**config.mk**
```make
export PLATFORM = sky130hd
export DESIGN_NAME = demux_vc_src
export DESIGN_NICKNAME = d
export VERILOG_FILES = /design/src/rtl/demux_vc_src_pkg.sv /design/src/rtl/demux_vc_src_vc_hold_slot.sv /design/src/rtl/demux_vc_src.sv
export SDC_FILE = /design/constraint.sdc
export NUM_CORES = 1
export LEC_CHECK = 0
export ABC_AREA = 1
export BUFFER_PORTS_ARGS = -buffer_cell sky130_fd_sc_hd__buf_2
export CAP_MARGIN = 20
export CORE_ASPECT_RATIO = 1.25
export CORE_MARGIN = 5
export CORE_UTILIZATION = 50
export DETAILED_ROUTE_END_ITERATION = 8
export GPL_TIMING_DRIVEN = 0
export PLACE_DENSITY = 0.73
export REMOVE_ABC_BUFFERS = 1
export SLEW_MARGIN = 20
export SYNTH_ARGS = -nofsm -noshare
export SYNTH_HDL_FRONTEND = slang
export SYNTH_SLANG_ARGS = --single-unit
```
**constraint.sdc**
```tcl
create_clock -name clk -period 1.75 [get_ports clk]
set_clock_uncertainty 0.2 [all_clocks]
set_input_delay 0.35 -clock clk [delete_from_list [all_inputs] [get_ports clk]]
set_output_delay 0.35 -clock clk [all_outputs]
set_load 0.03 [all_outputs]
```
**src/rtl/demux_vc_src_pkg.sv**
```systemverilog
`default_nettype none
// ============================================================================
// Module      : vc_pkg
// Description : Shared constants and types for the two-VC source router.
// Revision    : 1.0 - initial release
// ============================================================================
package vc_pkg;

  // Virtual channel indices
  localparam int C_VC0 = 0;
  localparam int C_VC1 = 1;

  // Router FSM encoding
  typedef enum logic [0:0] {
    ST_RUN   = 1'b0,
    ST_STALL = 1'b1
  } vc_state_t;

  // The class bit is the MSB of the data word
  function automatic int class_bit_pos(input int width);
    return width - 1;
  endfunction

endpackage
`default_nettype wire

```
**src/rtl/demux_vc_src_vc_hold_slot.sv**
```systemverilog
`default_nettype none
// ============================================================================
// Module      : vc_hold_slot
// Description : Per-VC one-entry hold register, registered write port to the
//               VC FIFO and a wrapping count of words written.
// Revision    : 1.0 - initial release
// ============================================================================
module vc_hold_slot #(
  parameter int BITNUMBER = 6,
  parameter int CNTWIDTH  = 8
) (
  input  logic                 clk,
  input  logic                 reset,
  input  logic [BITNUMBER-1:0] i_data,
  input  logic                 i_pass,
  input  logic                 i_capture,
  input  logic                 i_drain,
  output logic                 o_full,
  output logic [BITNUMBER-1:0] o_data,
  output logic                 o_valid,
  output logic [CNTWIDTH-1:0]  o_count
);

  logic [BITNUMBER-1:0] r_hold;
  logic                 r_full;
  logic [BITNUMBER-1:0] r_data;
  logic                 r_valid;
  logic [CNTWIDTH-1:0]  r_count;
  logic                 w_write;

  // Pass-through and drain never coincide: a hold is only full while the
  // router is stalled, and nothing is accepted from upstream then.
  assign w_write = i_pass | i_drain;

  // Hold register: filled on capture, emptied when it drains
  always_ff @(posedge clk or negedge reset) begin
    if (!reset) begin
      r_hold <= '0;
      r_full <= 1'b0;
    end else if (i_capture) begin
      r_hold <= i_data;
      r_full <= 1'b1;
    end else if (i_drain) begin
      r_full <= 1'b0;
    end
  end

  // Output register and counter: one strobe per word written to the FIFO
  always_ff @(posedge clk or negedge reset) begin
    if (!reset) begin
      r_data  <= '0;
      r_valid <= 1'b0;
      r_count <= '0;
    end else begin
      r_valid <= w_write;
      if (w_write) begin
        r_data  <= i_pass ? i_data : r_hold;
        r_count <= r_count + CNTWIDTH'(1);
      end
    end
  end

  assign o_full  = r_full;
  assign o_data  = r_data;
  assign o_valid = r_valid;
  assign o_count = r_count;

endmodule
`default_nettype wire

```
**src/rtl/demux_vc_src.sv**
```systemverilog
`default_nettype none
// ============================================================================
// Module      : demux_vc_src
// Description : Source-side VC router. Steers each upstream word into VC0 or
//               VC1 by its class bit, absorbs almost-full backpressure in a
//               per-VC hold slot and pauses upstream while any hold is full.
// Revision    : 1.0 - initial release
// ============================================================================
module demux_vc_src
  import vc_pkg::*;
#(
  parameter int BITNUMBER = 6,
  parameter int CNTWIDTH  = 8
) (
  input  logic                 clk,
  input  logic                 reset,
  input  logic [BITNUMBER-1:0] data_in,
  input  logic                 valid_in,
  input  logic                 almost_full_vc0,
  input  logic                 almost_full_vc1,
  output logic [BITNUMBER-1:0] data_out_vc0,
  output logic                 valid_out_vc0,
  output logic [BITNUMBER-1:0] data_out_vc1,
  output logic                 valid_out_vc1,
  output logic                 pause_in,
  output logic [CNTWIDTH-1:0]  count_vc0,
  output logic [CNTWIDTH-1:0]  count_vc1,
  output logic                 error
);

  localparam int C_CLS = class_bit_pos(BITNUMBER);

  vc_state_t            r_state;
  logic                 r_pause;
  logic                 r_error;

  logic                 w_tgt;
  logic                 w_accept;
  logic [1:0]           w_af;
  logic [1:0]           w_sel;
  logic [1:0]           w_pass;
  logic [1:0]           w_capture;
  logic [1:0]           w_drain;
  logic [1:0]           w_full;
  logic [1:0]           w_valid_out;
  logic [BITNUMBER-1:0] w_data_out  [2];
  logic [CNTWIDTH-1:0]  w_count_out [2];
  logic                 w_any_capture;
  logic                 w_all_clear;

  assign w_tgt    = data_in[C_CLS];
  // Only words offered while not paused are accepted; the rest are dropped
  assign w_accept = valid_in & ~r_pause;
  assign w_af     = {almost_full_vc1, almost_full_vc0};

  generate
    for (genvar g = 0; g < 2; g++) begin : g_vc
      assign w_sel[g]     = w_accept & ((g == C_VC1) ? w_tgt : ~w_tgt);
      assign w_pass[g]    = w_sel[g] & ~w_af[g];
      assign w_capture[g] = w_sel[g] &  w_af[g];
      assign w_drain[g]   = w_full[g] & ~w_af[g];

      vc_hold_slot #(
        .BITNUMBER (BITNUMBER),
        .CNTWIDTH  (CNTWIDTH)
      ) u_slot (
        .clk       (clk),
        .reset     (reset),
        .i_data    (data_in),
        .i_pass    (w_pass[g]),
        .i_capture (w_capture[g]),
        .i_drain   (w_drain[g]),
        .o_full    (w_full[g]),
        .o_data    (w_data_out[g]),
        .o_valid   (w_valid_out[g]),
        .o_count   (w_count_out[g])
      );
    end
  endgenerate

  assign w_any_capture = |w_capture;
  // True when every hold is either empty or drains on this edge
  assign w_all_clear   = &(~w_full | w_drain);

  // Stall FSM: pause rises with the capture edge and falls one cycle after
  // the edge on which the last hold drains.
  always_ff @(posedge clk or negedge reset) begin
    if (!reset) begin
      r_state <= ST_RUN;
      r_pause <= 1'b0;
    end else begin
      case (r_state)
        ST_RUN: begin
          if (w_any_capture) begin
            r_state <= ST_STALL;
            r_pause <= 1'b1;
          end else begin
            r_pause <= 1'b0;
          end
        end
        ST_STALL: begin
          r_pause <= 1'b1;
          if (w_all_clear) begin
            r_state <= ST_RUN;
          end
        end
        default: begin
          r_state <= ST_RUN;
          r_pause <= 1'b0;
        end
      endcase
    end
  end

  // Sticky protocol-violation flag: a word offered while paused
  always_ff @(posedge clk or negedge reset) begin
    if (!reset) begin
      r_error <= 1'b0;
    end else if (valid_in && r_pause) begin
      r_error <= 1'b1;
    end
  end

  assign data_out_vc0  = w_data_out[C_VC0];
  assign data_out_vc1  = w_data_out[C_VC1];
  assign valid_out_vc0 = w_valid_out[C_VC0];
  assign valid_out_vc1 = w_valid_out[C_VC1];
  assign count_vc0     = w_count_out[C_VC0];
  assign count_vc1     = w_count_out[C_VC1];
  assign pause_in      = r_pause;
  assign error         = r_error;

endmodule
`default_nettype wire
```
Word-level counts from Yosys, hierarchy flattened
Cells that the tools add are included.
- eq/ne operators: 0
- shift operators: 0
- add/sub/neg operators: 2
- muxes and demuxes: 10
- $lt $le $gt $ge: 0
- div/mod/pow operators: 0
- bitwise operators: 18
- multiply operators: 0
- reductions and logical operators: 5
- operators by type and width (kind ; count):
    8-bit by 1-bit adder with 8-bit output (second input constant) ; 2
    6-bit 2-to-1 mux ; 2
    1-bit AND ; 9
    1-bit 2-to-1 mux ; 6
    1-bit inverter ; 5
    1-bit one-hot mux with 2 select lines ; 2
    2-bit nonzero test ; 2
    2-bit inverter ; 1
    1-bit bitwise OR ; 2
    2-bit bitwise OR ; 1
    2-bit AND reduction ; 1
    2-bit OR reduction ; 1
    1-bit logical AND ; 1
- ROM bits: 0
- input bits: 11
- bits in latches: 0
- memories kept: 0
- register bits after elaboration: 47
- logic and storage cells: 48
- output and inout bits: 32
- RAM bits: 0

Logic depth before layout (Yosys ltp)
Gate-level depths: netlist of the first run.
- word-level depth: 7
- gate-level depth with buffers: 8
- gate-level depth less buffers: 7

Hierarchy
A second synthesis of the first run with hierarchy kept.
- cells, all modules: 229
- area, all modules: 2110.8 um^2
- by module, submodules not included (module ; times used ; seq. area each (um^2) ; cells an instance ; area each (um^2)):
    vc_hold_slot ; 2 ; 550.5 ; 101 ; 965.9
    demux_vc_src ; 1 ; 75.1 ; 27 ; 178.9

Least setup slack after synthesis of the first run
No wires, ideal clock.
- kind: register to register
- from: register g_vc[0].u_slot.r_count[0]
- to: register g_vc[0].u_slot.r_count[6]
- cell stages (with the launch flop): 7
- arrival: 1231 ps
- setup time: 117 ps
- buffers on the path: 0
- data required time: 1433 ps
- slack: 202 ps
- period minus slack after synthesis: 1548 ps
- path through: dfrtp_1 > ha_1 > nand3_1 > o21ai_0 > nand2_1 > nand2_1 > nand2_1
- word-level cells in the longest chain between the ends: 1
- ends and longest elaborated chain (item ; line ; source):
    start, declared ; demux_vc_src_vc_hold_slot.sv:28 ; logic [CNTWIDTH-1:0] r_count;
    start signal, assigned ; demux_vc_src_vc_hold_slot.sv:58 ; r_count <= r_count + CNTWIDTH'(1);
    8-bit by 1-bit adder with 8-bit output ; demux_vc_src_vc_hold_slot.sv:58 ;
Every way passes these cells.
A chain may end at the register's enable or synchronous reset.

Worst setup path in the final report of the first run
- from: register r_pause (netlist: pause_in)
- to: register g_vc[0].u_slot.r_data[1]
- word-level cells in the longest chain between the ends: 5
- elaborated cells on any way between the ends: 6
- classes of those cells: mux: 1; bitwise: 5
- ends and longest elaborated chain (item ; line ; source):
    start, declared ; demux_vc_src.sv:34 ; logic r_pause;
    start signal, assigned ; demux_vc_src.sv:90 ; r_pause <= 1'b0;
    start signal, assigned ; demux_vc_src.sv:96 ; r_pause <= 1'b1;
    start signal, assigned ; demux_vc_src.sv:98 ; r_pause <= 1'b0;
    1-bit inverter (*) ; demux_vc_src.sv:53 ; assign w_accept = valid_in & ~r_pause;
    1-bit AND (*) ; demux_vc_src.sv:53 ;
    1-bit AND (*) ; demux_vc_src.sv:58 ; assign w_sel[g] = w_accept & ((g == C_VC1) ? w_tgt : ~w_tgt);
    1-bit AND (*) ; demux_vc_src.sv:59 ; assign w_pass[g] = w_sel[g] & ~w_af[g];
    6-bit 2-to-1 mux or 1-bit bitwise OR (tied branches) ; demux_vc_src_vc_hold_slot.sv:57, demux_vc_src_vc_hold_slot.sv:33 ;
    end signal, assigned ; demux_vc_src_vc_hold_slot.sv:57 ; r_data <= i_pass ? i_data : r_hold;
    end, declared ; demux_vc_src_vc_hold_slot.sv:26 ; logic [BITNUMBER-1:0] r_data;
Mark *: on every way between the ends. The rest lies on a longest branch, timed or not.

==> reports/qor.yml, run 1 <==
cts:
  worst_skew_pair.late_latency_ns: 0.29
  cts_tree: "built"
  tritoncts.num_buffers: 5
  cts_num_sinks: 47
  cts.clk_slew.worst_paths_ns: 0.07
  post_cts_buffers: 0
  clock_tree.buffer_depth: 2
  number_of_h_tree_levels: 2
  clk_root_buffer_cell: "clkbuf_8"
sta:
  finalWorstPathRequiredPeriod_ns: 1.65
  drv_slew: 0
  timing.max_slew.rel_slack: 0.612
  setup_viol_count_final: 0
  worst_slew_pin_slew_ns: 0.583
  unrepaired_setup_endpoints_after_global_routing: "yes"
  finalHoldViolCount: 0
  maximum_clock_rate_mhz: 605
  final.setup.worst_slack_ns: 0.0966
  fin_crit_sh: 0.945
global_route:
  grt_first_pass_wirelength_mm: 7.56
  grt_use_total: 0.159
  antenna_found_initial: 0
  grt-ovfl-total: 0
  grt_max_degree: 48
  number_of_global_route_vias_before_repair: 1676
power:
  fin_total_pwr_mw: 3.30
  switching_share: 0.377
  share_clk_of_total_power: 0.230
  peakVddDrop_mv: 0.730
  comb_power_share: 0.307
  power_leakage_nw: 1.40
  cell_internal_pwr_mw: 2.05
  p_seq_frac: 0.463
  power_per_cell_area_mw_per_mm2: 1300
  net_sw_power_mw: 1.24
placed_design:
  dp_worst_setup_slack_ns: 0.0258
  placer_congestion: 0.728
  io_buffers: 42
  placed_cell_area_sq_mm: 0.00242
  post_dp_hpwl_mm: 2.93
  dpl.cell_count: 368
logic_synthesis:
  synth_cell_types: 19
  ys_ff_latch: 47
  synthesis.area_sq_mm: 0.00218
  synth_edf_count: 0
  cells_after_synthesis: 273
  ys.flop_type: "dfrtp_1"
  synth_sequential_area_ratio: 0.538
  postSynthAreaPerCell_sq_um: 8.00
  synth-async-reset-ratio: 1.00
  synth_warnings: 0
floorplan:
  core_region_area_sq_mm: 0.00432
  die_height_um: 83.9
  floorplan.die.width_um: 69.1
  rows: 27
  pin_count: 43
  die_area_sq_mm: 0.00580
  floorplan.initialDensity: 0.505
finish:
  stdcell_area_sq_mm: 0.00254
  area_growth_pct: 16.2
  num_antenna_cells: 0
  final-instance-count-excl-fill: 376
  post_route_cells_drive_above_1_share: 0.176
  finalNetCount: 331
worst_hold_path:
  hold_path.class: "in -> reg"
  holdPathStages: 2
drt:
  avgViaCountPerCell: 4.65
  drt-total-wl_mm: 4.16
  vias: 1747
  drc: 0
  routed_wire_length_per_instance_um: 11.1
  drt-pass1-iter-count: 5
  drt-initial-drc-count: 125
  drt.antenna.violating_nets: 0
flow_run:
  max_cap_violations: 0
setup_path:
  cp_common_cell: "nand2_1"
  worstPathRequired_ns: 1.73
  critical-path-slowest-cell: "dfrtp_1"
  maximum_net_fanout_on_the_critical_path: 12
  critical_path.cell_chain: "nor2_4, nand3_2, nand2_4, inv_1, nand2_1, nand2_1"
  worst_r2r_path_depth: 6
  critical_path.n_buffers_inverters: 1
  worst_path_largest_cell_delay_ns: 0.45
  path_depth: 6
  critPathKind: "reg -> reg"
  critPathArrivalTime_ns: 1.63
  startpoint_type: "register"
  timing.critical_path.max_delay_family: "simple AND/OR/NAND/NOR gates"
  worstSetupEndpointType: "register"
run_status:
  status: "finished clean"
[sequential cells by signal (all words and copies together) (netlist names)]
name	cells
g_vc.u_slot.o_valid	2
g_vc.u_slot.o_data	12
g_vc.u_slot.o_full	2
g_vc.u_slot.r_hold	12
g_vc.u_slot.o_count	16
error	1
pause_in	1
r_state	1
[power by group through the flow]
stage / Combinational, mW / Sequential, mW / Clock [mW]
floorplan: 0.361 / 1.88 / 0
global placement: 0.998 / 1.54 / 0
detailed placement: 1.02 / 1.55 / 0
CTS: 1.03 / 1.53 / 0.783
global route: 1.13 / 1.57 / 0.827
finish: 1.01 / 1.53 / 0.759
[routing by layer]
metal  track usage  part of all wire  up-vias
met5             0                 0        -
met4        0.0657             0.022        0
met3        0.0482             0.061        8
met2         0.253              0.45       47
met1         0.200              0.47      773
li1              -                 -      919
[placed cells by master (no fill, tap or decap)]
cell type,count
clkbuf_1,1
dlygate4sd3_1,1
nand2_4,2
nor3_1,2
buf_4,1
nand2_1,125
nor3_2,1
bufinv_16,1
a21oi_1,2
inv_2,2
clkbuf_8,5
inv_1,35
a21o_1,1
nand3_1,12
nor2_1,5
buf_2,41
xnor2_1,4
nand3_2,2
o21ai_0,25
nor2_4,1
ha_1,2
dfrtp_1,47
[path summary, 6_finish.rpt]
check                                                  to                startpoint  slack [ns]
worst min-delay path             g_vc[0].u_slot.r_hold[5]           almost_full_vc0        0.07
max in group asynchronous        g_vc[0].u_slot.r_hold[2]                     reset        0.55
min in group asynchronous       g_vc[0].u_slot.o_count[3]                     reset        0.39
worst max-delay path             g_vc[0].u_slot.o_data[1]                  pause_in         0.1
worst min register to register   g_vc[1].u_slot.r_hold[5]  g_vc[1].u_slot.r_hold[5]        0.27
worst max register to register   g_vc[0].u_slot.o_data[1]                  pause_in         0.1
[cell families (layout without fill, tap and decap cells)]
family	after synthesis	count (layout)	synth area share
AND/OR/NAND/NOR	150	150	0.282
XOR/XNOR	4	4	0.0160
AO/OA/AOI/OAI	28	28	0.0653
adder cells (fa/ha/maj)	2	2	0.0115
flip-flops	47	47	0.538
buffers and inverters	42	87	0.0865
[layout make-up]
class / instances / area [sq um]
clock buffer: 6 / 72.6
clock inverter: 1 / 30.0
fill: 430 / 1790
inverter: 37 / 139
multi-input combinational: 184 / 825
sequential: 47 / 1180
tap: 58 / 72.6
timing repair buffer: 43 / 223
[metrics by stage]
stage / hold WS, ns / TNS, ns / util
floorplan: -0.146 / 0 / -
global placement: 0.237 / 0 / 0.559
detailed placement: 0.256 / 0 / 0.559
CTS: 0.0632 / 0 / 0.583
global route: 0.0849 / -0.0393 / 0.587
finish: 0.0720 / 0 / 0.587
[synth_stat cells, types with 2 or more instances]
master | number | area (sq um)
o21ai_0 | 25 | 125
buf_6 | 4 | 45.0
nor3_1 | 2 | 10.0
nand2_1 | 125 | 469
inv_2 | 2 | 7.51
xnor2_1 | 4 | 35.0
a21oi_1 | 2 | 10.0
ha_1 | 2 | 25.0
dfrtp_1 | 47 | 1180
inv_1 | 35 | 131
nor2_1 | 5 | 18.8
nand3_2 | 2 | 20.0
nand3_1 | 12 | 60.1
[timing repair]
| action | 4_1_cts | 5_1_grt |
|---|---|---|
| hold buffers | 0 | 1 |
| resized for setup | 0 | 1 |
| endpoints found under the setup margin | 0 | 11 |
| endpoints found under the hold margin | 0 | 47 |
No activity file was read; power rests on OpenSTA's default activity.
==> run 2, diff against run 1 <==
Settings changed: PLACE_DENSITY 0.73 to 0.74, SYNTH_HIERARCHICAL set to 1.
==> run 2 against run 1 <==
Sequential share of layout area is 0.96 points higher. Final cell count is 12% lower. Highest routed layer unchanged. Maximum frequency rose by 3.7%. Clock power is 17% lower. Design area down 2.0%.
==> reports/qor.yml, run 2 <==
run_status:
  status: "finished clean"
cts:
  cts_num_sinks: 47
  clock_tree.buffer_depth: 2
  worst_skew_pair.late_latency_ns: 0.30
  cts_tree: "built"
  tritoncts.num_buffers: 5
  number_of_h_tree_levels: 2
  clk_root_buffer_cell: "clkbuf_8"
  cts.clk_slew.worst_paths_ns: 0.09
floorplan:
  core_region_area_sq_mm: 0.00410
  pin_count: 43
  rows: 26
  floorplan.die.width_um: 68.1
  floorplan.initialDensity: 0.515
  die_area_sq_mm: 0.00563
  die_height_um: 82.6
power:
  power_per_cell_area_mw_per_mm2: 1690
  peakVddDrop_mv: 0.933
  power_leakage_nw: 1.20
sta:
  worst_slew_pin_slew_ns: 0.579
  finalWorstPathRequiredPeriod_ns: 1.59
  setup_viol_count_final: 0
  fin_crit_sh: 0.911
  totalNegativeSetupSlack_ns: 0
  timing.max_slew.rel_slack: 0.614
  maximum_clock_rate_mhz: 627
  drv_slew: 0
  finalHoldViolCount: 0
  unrepaired_setup_endpoints_after_global_routing: "no"
global_route:
  grt-ovfl-total: 0
  number_of_global_route_vias_before_repair: 1606
  grt_max_degree: 48
  antenna_found_initial: 0
  grt_use_total: 0.165
  grt_first_pass_wirelength_mm: 6.96
finish:
  largest_register_ffs: 16
  finalNetCount: 288
  fillCellCount: 388
  post-route-util: 0.607
  most-common-layout-cells: "59 x nand2_1, 47 x dfrtp_1, 41 x buf_2, 32 x inv_1, 13 x o21ai_0"
  post_route_cells_drive_above_1_share: 0.232
  area_growth_pct: 17.8
  layout.cells.most_common: "nand2_1"
  stdcell_area_sq_mm: 0.00249
  num_antenna_cells: 0
logic_synthesis:
  synth-async-reset-ratio: 1.00
  postSynthAreaPerCell_sq_um: 9.22
  synth_warnings: 6
  synthesis.area_sq_mm: 0.00211
  yosys.cell_count.top_type: "nand2_1"
  ys_ff_latch: 47
  synth_edf_count: 0
  synth_cell_types: 20
  yosysTopAreaCellShare: 0.557
  synth_sequential_area_ratio: 0.557
  netlist_top_cells_area: "dfrtp_1 56%, nand2_1 10%, inv_1 5.9%, o21a_1 4.3%, o211ai_1 3.6%"
  netlist.top_cell.by_area: "dfrtp_1"
  ys.flop_type: "dfrtp_1"
  synth.cells.most_frequent: "59 x nand2_1, 47 x dfrtp_1, 33 x inv_1"
  cells_after_synthesis: 229
placed_design:
  io_buffers: 42
  placed_cell_area_sq_mm: 0.00235
  placer_congestion: 0.773
  post_dp_hpwl_mm: 2.84
setup_path:
  critical_path.n_buffers_inverters: 1
  worst_path_largest_cell_delay_ns: 0.41
  critPathKind: "reg -> reg"
  worst-r2r-setup-slack_ns: 0.16
  critical_path.cell_chain: "inv_2, nand3_1, nor2_4, nor2_4, nor2_1, nand3_1, nand2_1, nand2_1"
  startpoint_type: "register"
  critical-path-slowest-cell: "dfrtp_1"
  maximum_net_fanout_on_the_critical_path: 4
  worstSetupEndpointType: "register"
  critPathArrivalTime_ns: 1.59
  timing.critical_path.max_delay_family: "simple AND/OR/NAND/NOR gates"
  worstPathRequired_ns: 1.74
drt:
  avgViaCountPerCell: 4.87
  drt-initial-drc-count: 67
  routed_wire_length_per_instance_um: 11.7
  drt-pass1-iter-count: 4
  drt.antenna.violating_nets: 0
  drt-total-wl_mm: 3.89
  drc: 0
  vias: 1617
worst_hold_path:
  hold_path.class: "in -> reg"
flow_run:
  max_cap_violations: 0
-- run 2: power breakdown --
group	total (mW)	switching [mW]	internal (mW)
sequential	1.79	0.279	1.51
combinational	1.78	1.21	0.566
clock	0.630	0.351	0.279
total	4.20	1.84	2.36
-- run 2: cell type report --
class | instances | area [sq um] | area share
Sequential cell | 47 | 1180 | 0.473
Multi-Input combinational cell | 141 | 781 | 0.314
Inverter | 35 | 136 | 0.0549
Tap cell | 56 | 70.1 | 0.0282
Timing Repair Buffer | 45 | 238 | 0.0956
Clock buffer | 6 | 72.6 | 0.0292
Clock inverter | 2 | 12.5 | 0.00503
-- run 2: worst paths after layout --
check	depth (start not counted)	start	to
max	8	pause_in	g_vc[1].u_slot/o_count[6]
min	3	data_in[4]	g_vc[0].u_slot/r_hold[4]
max reg2reg	8	pause_in	g_vc[1].u_slot/o_count[6]
min reg2reg	1	error	error
max in group asynchronous	2	reset	g_vc[0].u_slot/o_data[2]
min in group asynchronous	2	reset	g_vc[1].u_slot/o_data[5]
-- run 2: metal layers --
layer / vias to the layer above / wire [um] / GRT usage
li1: 820 / - / -
met2: 31 / 1930 / 0.268
met4: 0 / 25 / 0.0775
met3: 2 / 193 / 0.0392
met5: - / 0 / 0
met1: 764 / 1740 / 0.205
-- run 2: worst min-delay path: stages --
cell	delay, ns
buf_2	0.11
nand2_1	0.04
o21ai_0	0.06
-- run 2: kinds of logic after synthesis --
group	after synthesis	synth area share
AO/OA/AOI/OAI	41	0.135
XOR/XNOR	6	0.0249
adder cells (fa/ha/maj)	2	0.0119
buffers and inverters	41	0.0812
flip-flops	47	0.557
AND/OR/NAND/NOR	92	0.190
-- run 2: through the flow --
step	hold WS [ns]	cells	power [mW]	setup slack, ns
2_1_floorplan	-0.146	223	3.07	-0.352
3_3_place_gp	0.241	321	3.54	-0.558
3_5_place_dp	0.260	321	3.59	-0.598
4_1_cts	0.0668	331	4.24	0.0502
5_1_grt	0.102	332	4.52	0.00179
6_report	0.0969	332	4.20	0.156
-- run 2: timing repair --
action / in CTS / in global routing
buffers inserted: 2 / 0
gates resized for setup: 4 / 7
hold buffers: 0 / 1
endpoints found under the hold margin: 0 / 47
endpoints found under the setup margin: 30 / 18
gates cloned: 0 / 0
pin swaps: 2 / 0
==> run 3, diff against run 2 <==
Settings changed: CTS_BUF_LIST set to sky130_fd_sc_hd__clkbuf_8.
==> run 3 against run 2 <==
Combinational power about the same. Non-clock buffer count stayed put. Core utilization stayed put. Largest cell class unchanged. Critical endpoint unchanged. Register-to-register slack about the same. Design area stayed put. Sequential share of layout area did not move. Global-route usage is the same. Power decreased by 0.13%. Worst hold slack barely moved.
==> reports/qor.yml, run 3 (same netlist as run 2, synthesis figures left out) <==
sta:
  maximum_clock_rate_mhz: 627
  fin_crit_sh: 0.911
  setup_viol_count_final: 0
  drv_slew: 0
  worst_slew_pin_slew_ns: 0.579
  timing.max_slew.rel_slack: 0.614
  unrepaired_setup_endpoints_after_global_routing: "no"
  finalWorstPathRequiredPeriod_ns: 1.59
  finalHoldViolCount: 0
global_route:
  grt_max_degree: 48
  antenna_found_initial: 0
  grt_use_total: 0.165
  grt-ovfl-total: 0
  number_of_global_route_vias_before_repair: 1606
  grt_first_pass_wirelength_mm: 6.96
setup_path:
  critPathKind: "reg -> reg"
  r2r_end: "g_vc[1].u_slot/o_count[6]"
  startpoint_type: "register"
  critPathArrivalTime_ns: 1.59
  maximum_net_fanout_on_the_critical_path: 4
  worst-r2r-setup-slack_ns: 0.16
  worst_r2r_startpoint: "pause_in"
  worstSetupEndpointType: "register"
  worst_r2r_path_depth: 8
  worstPathRequired_ns: 1.74
floorplan:
  core_region_area_sq_mm: 0.00410
  floorplan.initialDensity: 0.515
  floorplan.die.width_um: 68.1
  die_height_um: 82.6
  die_area_sq_mm: 0.00563
  rows: 26
  pin_count: 43
drt:
  drt-initial-drc-count: 67
  drt-total-wl_mm: 3.89
  avgViaCountPerCell: 4.87
  routed_wire_length_per_instance_um: 11.7
  drt.antenna.violating_nets: 0
  drc: 0
  drt-pass1-iter-count: 4
  vias: 1617
placed_design:
  io_buffers: 42
  placer_congestion: 0.773
  post_dp_hpwl_mm: 2.84
  placed_cell_area_sq_mm: 0.00235
finish:
  area_growth_pct: 17.8
  finalNetCount: 288
  post_route_cells_drive_above_1_share: 0.232
  largest_register_ffs: 16
  most-common-layout-cells: "59 x nand2_1, 47 x dfrtp_1, 41 x buf_2, 33 x inv_1, 13 x o21ai_0"
  layout.cells.most_common: "nand2_1"
  stdcell_area_sq_mm: 0.00249
  num_antenna_cells: 0
cts:
  clk_root_buffer_cell: "clkbuf_8"
  worst_skew_pair.late_latency_ns: 0.30
  cts_tree: "built"
  cts.clk_slew.worst_paths_ns: 0.09
  clock_tree.buffer_depth: 2
  cts_num_sinks: 47
  number_of_h_tree_levels: 2
  tritoncts.num_buffers: 5
power:
  power_per_cell_area_mw_per_mm2: 1690
  power_leakage_nw: 1.20
  peakVddDrop_mv: 0.933
  fin_total_pwr_mw: 4.20
worst_hold_path:
  hold_path.class: "in -> reg"
  worstHoldStart: "data_in[4]"
  hold_endpoint: "g_vc[0].u_slot/r_hold[4]"
  holdPathStages: 3
flow_run:
  max_cap_violations: 0
run_status:
  status: "finished clean"
==> run 3: cell count changes in the layout (fill, tap and decap cells not counted), sizes merged <==
cell,change
inv,+1
clkbuf,-1
==> run 3: report_power, final <==
| part | internal [mW] | switching [mW] |
|---|---|---|
| clock | 0.274 | 0.352 |
| combinational | 0.566 | 1.21 |
| sequential | 1.51 | 0.279 |
| total | 2.35 | 1.85 |
==> run 3: how the worst max path moves through the flow <==
stage          startpoint                   endpoint  slack [ns]  cells after the start
4_1_cts          pause_in   g_vc[1].u_slot/o_data[3]        0.05                      7
3_3_place_gp   data_in[5]   g_vc[0].u_slot/o_data[3]       -0.56                      8
6_report         pause_in  g_vc[1].u_slot/o_count[6]        0.16                      8
2_1_floorplan    pause_in   g_vc[0].u_slot/o_data[0]       -0.35                      7
5_1_grt          pause_in  g_vc[1].u_slot/o_count[6]       0.002                      8
3_5_place_dp   data_in[5]   g_vc[0].u_slot/o_data[1]       -0.60                      8
==> run 3: critical path, cell delays in order (launching register included) <==
cell and delay, ns:
dfrtp_1 0.41, inv_2 0.08, nand3_1 0.11, nor2_4 0.16, nor2_4 0.08, nor2_1 0.23
nand3_1 0.11, nand2_1 0.07, nand2_1 0.04
==> run 3: metal layers <==
layer | global-route usage | vias to the layer above | routed length (um)
li1 | - | 820 | -
met1 | 0.205 | 764 | 1740
met2 | 0.268 | 31 | 1930
met3 | 0.0392 | 2 | 193
met4 | 0.0775 | 0 | 25
met5 | 0 | - | 0
==> run 3: area by class of cell <==
type,instances,area [sq um]
multi-input cells,141,781
clock buffers,5,68.8
fillers,388,1610
flip-flops and latches,47,1180
inverters,35,136
repair buffers,45,238
well taps,56,70.1
clock inverters,3,16.3
==> run 3: metrics by stage <==
step / instances / util / setup WS, ns / setup TNS, ns / hold slack [ns]
6_report: 332 / 0.607 / 0.156 / 0 / 0.0965
4_1_cts: 331 / 0.602 / 0.0502 / 0 / 0.0665
5_1_grt: 332 / 0.607 / 0.00179 / 0 / 0.102
3_3_place_gp: 321 / 0.574 / -0.558 / -13.21 / 0.241
2_1_floorplan: 223 / - / -0.352 / -8.49 / -0.146
3_5_place_dp: 321 / 0.574 / -0.598 / -13.66 / 0.260
==> run 3: timing repair <==
item / 4_1_cts / 5_1_grt
pin swaps: 2 / 0
gates resized for setup: 4 / 7
hold endpoints to repair: 0 / 47
setup buffers: 2 / 0
setup endpoints to repair: 30 / 18
hold buffers: 0 / 1
